File: src/rtl/acq_pkg.sv
// -----------------------------------------------------------------------------
// acq_pkg
// Shared types and constants for the frame acquisition sequencer.
//   acq_state_t    : sequencer state encoding (IDLE, SETTLE, RUN, DONE)
//   LOG_THROTTLE_W : width of the decimation exponent driven to axis_throttler
// -----------------------------------------------------------------------------
package acq_pkg;

  localparam int LOG_THROTTLE_W = 5;

  typedef enum logic [1:0] {
    IDLE   = 2'd0,
    SETTLE = 2'd1,
    RUN    = 2'd2,
    DONE   = 2'd3
  } acq_state_t;

endpackage

File: src/rtl/acq_settle_timer.sv
// -----------------------------------------------------------------------------
// acq_settle_timer
// Loadable down-counter that times the post-start discard window.
// Ports:
//   clk      : clock
//   rst_n    : synchronous active-low reset (counter clears to zero)
//   load     : load load_val (takes priority over dec)
//   load_val : value to load
//   dec      : decrement by one; saturates at zero
//   zero     : counter currently reads zero
// -----------------------------------------------------------------------------
module acq_settle_timer #(
  parameter int CNT_W = 7
) (
  input  logic             clk,
  input  logic             rst_n,
  input  logic             load,
  input  logic [CNT_W-1:0] load_val,
  input  logic             dec,
  output logic             zero
);

  logic [CNT_W-1:0] cnt_q;
  logic [CNT_W-1:0] cnt_d;

  // Next count: load wins, otherwise count down and hold at zero.
  always_comb begin
    cnt_d = cnt_q;
    if (load) begin
      cnt_d = load_val;
    end else if (dec && (cnt_q != {CNT_W{1'b0}})) begin
      cnt_d = cnt_q - {{(CNT_W-1){1'b0}}, 1'b1};
    end else begin
      cnt_d = cnt_q;
    end
  end

  // Counter register with synchronous reset.
  always_ff @(posedge clk) begin
    if (!rst_n) begin
      cnt_q <= {CNT_W{1'b0}};
    end else begin
      cnt_q <= cnt_d;
    end
  end

  assign zero = (cnt_q == {CNT_W{1'b0}});

endmodule

File: src/rtl/axis_acq_sequencer.sv
// -----------------------------------------------------------------------------
// axis_acq_sequencer
// Frame-based acquisition controller placed downstream of axis_throttler.
// A start with non-zero length latches the decimation exponent and frame
// length, discards SETTLE_CYCLES cycles of upstream data so the throttler
// phase realigns, then forwards exactly `length` samples with tlast on the
// final one.
// Ports:
//   aclk, aresetn        : clock, synchronous active-low reset
//   start, abort         : level-sampled capture request / cancel
//   log_throttle_req     : requested decimation exponent
//   length               : samples per frame
//   log_throttle         : registered exponent to axis_throttler
//   busy, done, aborted  : status (busy in SETTLE/RUN, one-cycle pulses)
//   sample_count         : handshakes accepted in the current frame
//   S_AXIS_*             : upstream stream (throttler output)
//   M_AXIS_*             : downstream stream (DMA side), zero-latency passthrough
// -----------------------------------------------------------------------------
module axis_acq_sequencer
  import acq_pkg::*;
#(
  parameter int AXIS_TDATA_WIDTH = 32,
  parameter int LENGTH_WIDTH     = 16,
  parameter int SETTLE_CYCLES    = 64
) (
  input  logic                        aclk,
  input  logic                        aresetn,
  input  logic                        start,
  input  logic                        abort,
  input  logic [LOG_THROTTLE_W-1:0]   log_throttle_req,
  input  logic [LENGTH_WIDTH-1:0]     length,
  output logic [LOG_THROTTLE_W-1:0]   log_throttle,
  output logic                        busy,
  output logic                        done,
  output logic                        aborted,
  output logic [LENGTH_WIDTH-1:0]     sample_count,
  output logic                        S_AXIS_tready,
  input  logic                        S_AXIS_tvalid,
  input  logic [AXIS_TDATA_WIDTH-1:0] S_AXIS_tdata,
  input  logic                        M_AXIS_tready,
  output logic                        M_AXIS_tvalid,
  output logic [AXIS_TDATA_WIDTH-1:0] M_AXIS_tdata,
  output logic                        M_AXIS_tlast
);

  // Extra bit keeps the width non-zero when SETTLE_CYCLES is 1.
  localparam int SETTLE_W = $clog2(SETTLE_CYCLES + 1);

  acq_state_t                state_q, state_d;
  logic [LOG_THROTTLE_W-1:0] log_throttle_q, log_throttle_d;
  logic [LENGTH_WIDTH-1:0]   length_q, length_d;
  logic [LENGTH_WIDTH-1:0]   sample_count_q, sample_count_d;
  logic                      busy_q, busy_d;
  logic                      done_q, done_d;
  logic                      aborted_q, aborted_d;

  logic timer_load;
  logic timer_dec;
  logic timer_zero;
  logic s_tready;
  logic m_tvalid;
  logic m_tlast;
  logic handshake;

  acq_settle_timer #(
    .CNT_W (SETTLE_W)
  ) u_settle_timer (
    .clk      (aclk),
    .rst_n    (aresetn),
    .load     (timer_load),
    .load_val (SETTLE_W'(SETTLE_CYCLES - 1)),
    .dec      (timer_dec),
    .zero     (timer_zero)
  );

  // Next-state, stream steering and status pulse generation.
  always_comb begin
    state_d        = state_q;
    log_throttle_d = log_throttle_q;
    length_d       = length_q;
    sample_count_d = sample_count_q;
    aborted_d      = 1'b0;
    timer_load     = 1'b0;
    timer_dec      = 1'b0;
    s_tready       = 1'b0;
    m_tvalid       = 1'b0;
    m_tlast        = 1'b0;
    handshake      = 1'b0;

    case (state_q)
      IDLE: begin
        s_tready = 1'b1;
        // abort is ignored here, so start wins when both are high.
        if (start && (length != {LENGTH_WIDTH{1'b0}})) begin
          length_d       = length;
          log_throttle_d = log_throttle_req;
          sample_count_d = {LENGTH_WIDTH{1'b0}};
          timer_load     = 1'b1;
          state_d        = SETTLE;
        end else begin
          state_d = IDLE;
        end
      end

      SETTLE: begin
        s_tready  = 1'b1;
        timer_dec = 1'b1;
        if (abort) begin
          aborted_d = 1'b1;
          state_d   = IDLE;
        end else if (timer_zero) begin
          state_d = RUN;
        end else begin
          state_d = SETTLE;
        end
      end

      RUN: begin
        s_tready  = M_AXIS_tready;
        m_tvalid  = S_AXIS_tvalid;
        m_tlast   = (sample_count_q == (length_q - LENGTH_WIDTH'(1)));
        handshake = S_AXIS_tvalid & M_AXIS_tready;
        if (handshake) begin
          sample_count_d = sample_count_q + LENGTH_WIDTH'(1);
        end else begin
          sample_count_d = sample_count_q;
        end
        // Abort takes priority; a beat accepted in the same cycle still counts.
        if (abort) begin
          aborted_d = 1'b1;
          state_d   = IDLE;
        end else if (handshake && m_tlast) begin
          state_d = DONE;
        end else begin
          state_d = RUN;
        end
      end

      DONE: begin
        s_tready = 1'b1;
        state_d  = IDLE;
      end

      default: begin
        state_d = IDLE;
      end
    endcase

    busy_d = (state_d == SETTLE) || (state_d == RUN);
    done_d = (state_d == DONE);
  end

  // Control and status registers.
  always_ff @(posedge aclk) begin
    if (!aresetn) begin
      state_q        <= IDLE;
      log_throttle_q <= {LOG_THROTTLE_W{1'b0}};
      length_q       <= {LENGTH_WIDTH{1'b0}};
      sample_count_q <= {LENGTH_WIDTH{1'b0}};
      busy_q         <= 1'b0;
      done_q         <= 1'b0;
      aborted_q      <= 1'b0;
    end else begin
      state_q        <= state_d;
      log_throttle_q <= log_throttle_d;
      length_q       <= length_d;
      sample_count_q <= sample_count_d;
      busy_q         <= busy_d;
      done_q         <= done_d;
      aborted_q      <= aborted_d;
    end
  end

  // Handshake outputs are forced idle while reset is held.
  assign S_AXIS_tready = aresetn & s_tready;
  assign M_AXIS_tvalid = aresetn & m_tvalid;
  assign M_AXIS_tdata  = S_AXIS_tdata;
  assign M_AXIS_tlast  = m_tlast;
  assign log_throttle  = log_throttle_q;
  assign busy          = busy_q;
  assign done          = done_q;
  assign aborted       = aborted_q;
  assign sample_count  = sample_count_q;

endmodule

File: config.mk
export PLATFORM = sky130hd
export DESIGN_NAME = axis_acq_sequencer
export DESIGN_NICKNAME = d
export VERILOG_FILES = /design/src/rtl/acq_pkg.sv /design/src/rtl/acq_settle_timer.sv /design/src/rtl/axis_acq_sequencer.sv
export SDC_FILE = /design/constraint.sdc
export NUM_CORES = 1
export LEC_CHECK = 0
export CAP_MARGIN = 10
export CORE_MARGIN = 2
export CORE_UTILIZATION = 35
export DETAILED_ROUTE_END_ITERATION = 6
export PLACE_DENSITY = 0.74
export SLEW_MARGIN = 20
export SYNTH_ARGS = -nofsm -noshare
export SYNTH_HDL_FRONTEND = slang
export SYNTH_HIERARCHICAL = 1
export SYNTH_SLANG_ARGS = --single-unit
File: constraint.sdc
create_clock -name aclk -period 5.8 [get_ports aclk]
set_clock_uncertainty 0.2 [all_clocks]
set_input_delay 1.16 -clock aclk [delete_from_list [all_inputs] [get_ports aclk]]
set_output_delay 1.16 -clock aclk [all_outputs]
set_load 0.05 [all_outputs]
==> impl_metrics.json <==
{
  "num_antenna_cells": 0,
  "drv_cap": 0,
  "yosysSeqAreaShare": 0.321,
  "grt_usage": 0.144,
  "final_layout_size_suffix_gt1_frac": 0.0526,
  "yosysWarnings": 6,
  "finalHoldViolCount": 0,
  "fmax_ghz": 0.221,
  "portBuffers": 53,
  "p_leak_nw": 1.29,
  "vdd_drop_max_mv": 0.0975,
  "tightestPinTransition_ns": 0.696,
  "grt_start_max_net_pins": 40,
  "core_area_um2": 8590,
  "combinationalPowerShare": 0.197,
  "antenna_found_initial": 0,
  "cts_inserted_buffers": 5,
  "wl_per_cell_um": 13.4,
  "layout_commonest_cell": "clkdlybuf4s50_1",
  "gp_congestion": 0.898,
  "dp_cells": 499,
  "hold_depth": 2,
  "crit_type": "register to output pin",
  "reg2reg_depth": 10,
  "grt_pass1_vias": 2508,
  "postRouteAntennaNets": 0,
  "fin_crit_sh": 0.781,
  "avgSynthCellArea_um2": 8.11,
  "power.density_nw_per_um2": 227,
  "clockBufferDepth": 2,
  "netSwitchingPower_uw": 220,
  "synth_cells": 377,
  "clockPowerShare": 0.351,
  "die_w_um": 97.5,
  "htreeDepth": 2,
  "async_reset_ff_frac": 0,
  "cts_root_buf": "clkbuf_8",
  "design_area_um2": 3590,
  "drtPass1Iterations": 4,
  "cp_max_fo": 7,
  "finalSetupTns_ns": 0,
  "end_kind": "output pin",
  "synth_edf_count": 0,
  "overflow": 0,
  "die_h_um": 97.5,
  "nNetsFinal": 464,
  "crit_required_ns": 4.44,
  "rsz0062_at_grt": "false",
  "routed_via_density": 5.11,
  "clk_latency_ns": 0.30,
  "finalSetupViolCount": 0,
  "status": "finished clean",
  "arrival_ns": 3.17,
  "hold_path_class": "register to register",
  "ys_ff_latch": 49,
  "cts_tree": "done",
  "cts_hold_buf": 0,
  "start_util": 0.356,
  "p_int_uw": 596,
  "slew_viol_final": 0,
  "grt_pass1_wl_um": 11500,
  "fin_crit_ns": 4.53,
  "p_seq_frac": 0.453,
  "vias": 2589,
  "p_sw_frac": 0.270,
  "hpwl_um": 5130,
  "syn-cell-area_um2": 3060,
  "ctsResizeCount": 0,
  "slew_headroom": 0.535,
  "cts.sinks": 49,
  "drc_errors": 0,
  "fin_cells": 507,
  "totalWireLength_um": 6770,
  "fin_util": 0.418,
  "ios": 118,
  "layout_common_cells": "53 x clkdlybuf4s50_1, 52 x nand2_1, 49 x dfxtp_1",
  "cts_setup_buffers": 0,
  "placementRows": 34,
  "start_kind": "register",
  "ys.flop_type": "dfxtp_1",
  "placed_area_um2": 3460,
  "synth_cell_type_count": 59,
  "area_delta_synth_final_pct": 17.4,
  "die_area_um2": 9500,
  "cts.clk_slew.worst_paths_ns": 0.09,
  "drt-initial-drc-count": 118
}
-- power by group through the flow --
stage	Combinational [mW]	Sequential, mW	Clock [mW]
after detailed placement	0.160	0.377	0
after floorplan	0.160	0.384	0
final	0.161	0.370	0.286
after global placement	0.155	0.377	0
after CTS	0.161	0.369	0.292
after global routing	0.178	0.373	0.304
-- cell families (layout without fill, tap and decap cells) --
kind of cell / count (synthesis) / after routing / share of synthesized area
fa+ha+maj: 7 / 7 / 0.0286
flops: 49 / 49 / 0.321
xor+xnor: 27 / 27 / 0.0818
other cells: 2 / 7 / 0.00246
simple gates: 158 / 158 / 0.275
compound gates: 69 / 69 / 0.161
mux: 4 / 4 / 0.0131
buf+inv: 61 / 78 / 0.117
-- per-layer routing --
metal  vias to the layer above  global-route usage  routed length, µm
met2                        70               0.238               3080
met3                        13              0.0367                350
met4                         0              0.0459                 98
met5                         -                   0                  0
li1                       1311                   -                  -
met1                      1195               0.185               3250
-- cell usage after synthesis (all sizes together), types with 3 or more instances --
| library cell | number | area (µm²) |
|---|---|---|
| ha | 7 | 87.6 |
| o21ai | 10 | 50.1 |
| nand2 | 52 | 195 |
| o211ai | 4 | 30.0 |
| nand4 | 6 | 37.5 |
| nand2b | 9 | 56.3 |
| nand4b | 4 | 35.0 |
| nor4 | 8 | 62.6 |
| a21oi | 13 | 68.8 |
| nand3 | 9 | 45.0 |
| or4 | 3 | 22.5 |
| buf | 37 | 268 |
| xnor2 | 16 | 140 |
| and2 | 5 | 31.3 |
| mux2i | 4 | 40.0 |
| and3 | 4 | 25.0 |
| o31ai | 4 | 35.0 |
| clkbuf | 9 | 33.8 |
| a21boi | 21 | 158 |
| dfxtp | 49 | 981 |
| or3 | 7 | 43.8 |
| xor2 | 10 | 87.6 |
| nor3 | 11 | 70.1 |
| nor2 | 26 | 97.6 |
| o21a | 3 | 22.5 |
| inv | 15 | 56.3 |
-- area by class of cell --
cell class | count | area, µm²
Fill cell | 866 | 5000
Multi-Input combinational cell | 272 | 1740
Sequential cell | 49 | 981
Timing Repair Buffer | 55 | 546
Tap cell | 108 | 135
Clock buffer | 5 | 68.8
Clock inverter | 3 | 65.1
Inverter | 15 | 56.3
-- path summary, 6_finish.rpt --
kind	slack (ns)	endpoint	startpoint
hold / removal	0.28	log_throttle[0]	log_throttle[0]
setup / recovery	1.27	M_AXIS_tlast	length_q[0]
hold reg to reg	0.28	log_throttle[0]	log_throttle[0]
setup reg to reg	2.93	busy	length_q[0]
-- sequential cells by signal, summed over array words and instances (netlist names) --
register,flops
aborted,1
busy,1
done,1
length_q,16
log_throttle,5
sample_count,16
state_q,2
u_settle_timer/cnt_q,7
-- through the flow --
| step | hold WS, ns | total power [mW] | setup WS, ns |
|---|---|---|---|
| floorplan | 0.265 | 0.545 | 1.89 |
| global placement | 0.258 | 0.532 | 1.52 |
| detailed placement | 0.264 | 0.537 | 1.51 |
| CTS | 0.279 | 0.822 | 1.25 |
| global route | 0.306 | 0.854 | 1.01 |
| finish | 0.277 | 0.816 | 1.27 |
-- worst max-delay path: stages (launching register included) --
cell and delay (ns):
dfxtp_1 0.47, inv_1 0.08, ha_1 0.24, nor2b_1 0.18, or3_1 0.35, a31o_2 0.25, nor3_2 0.16, nand4_1 0.19
nor2_1 0.13, clkdlybuf4s50_1 0.82
No activity file was read; power rests on OpenSTA's default activity.
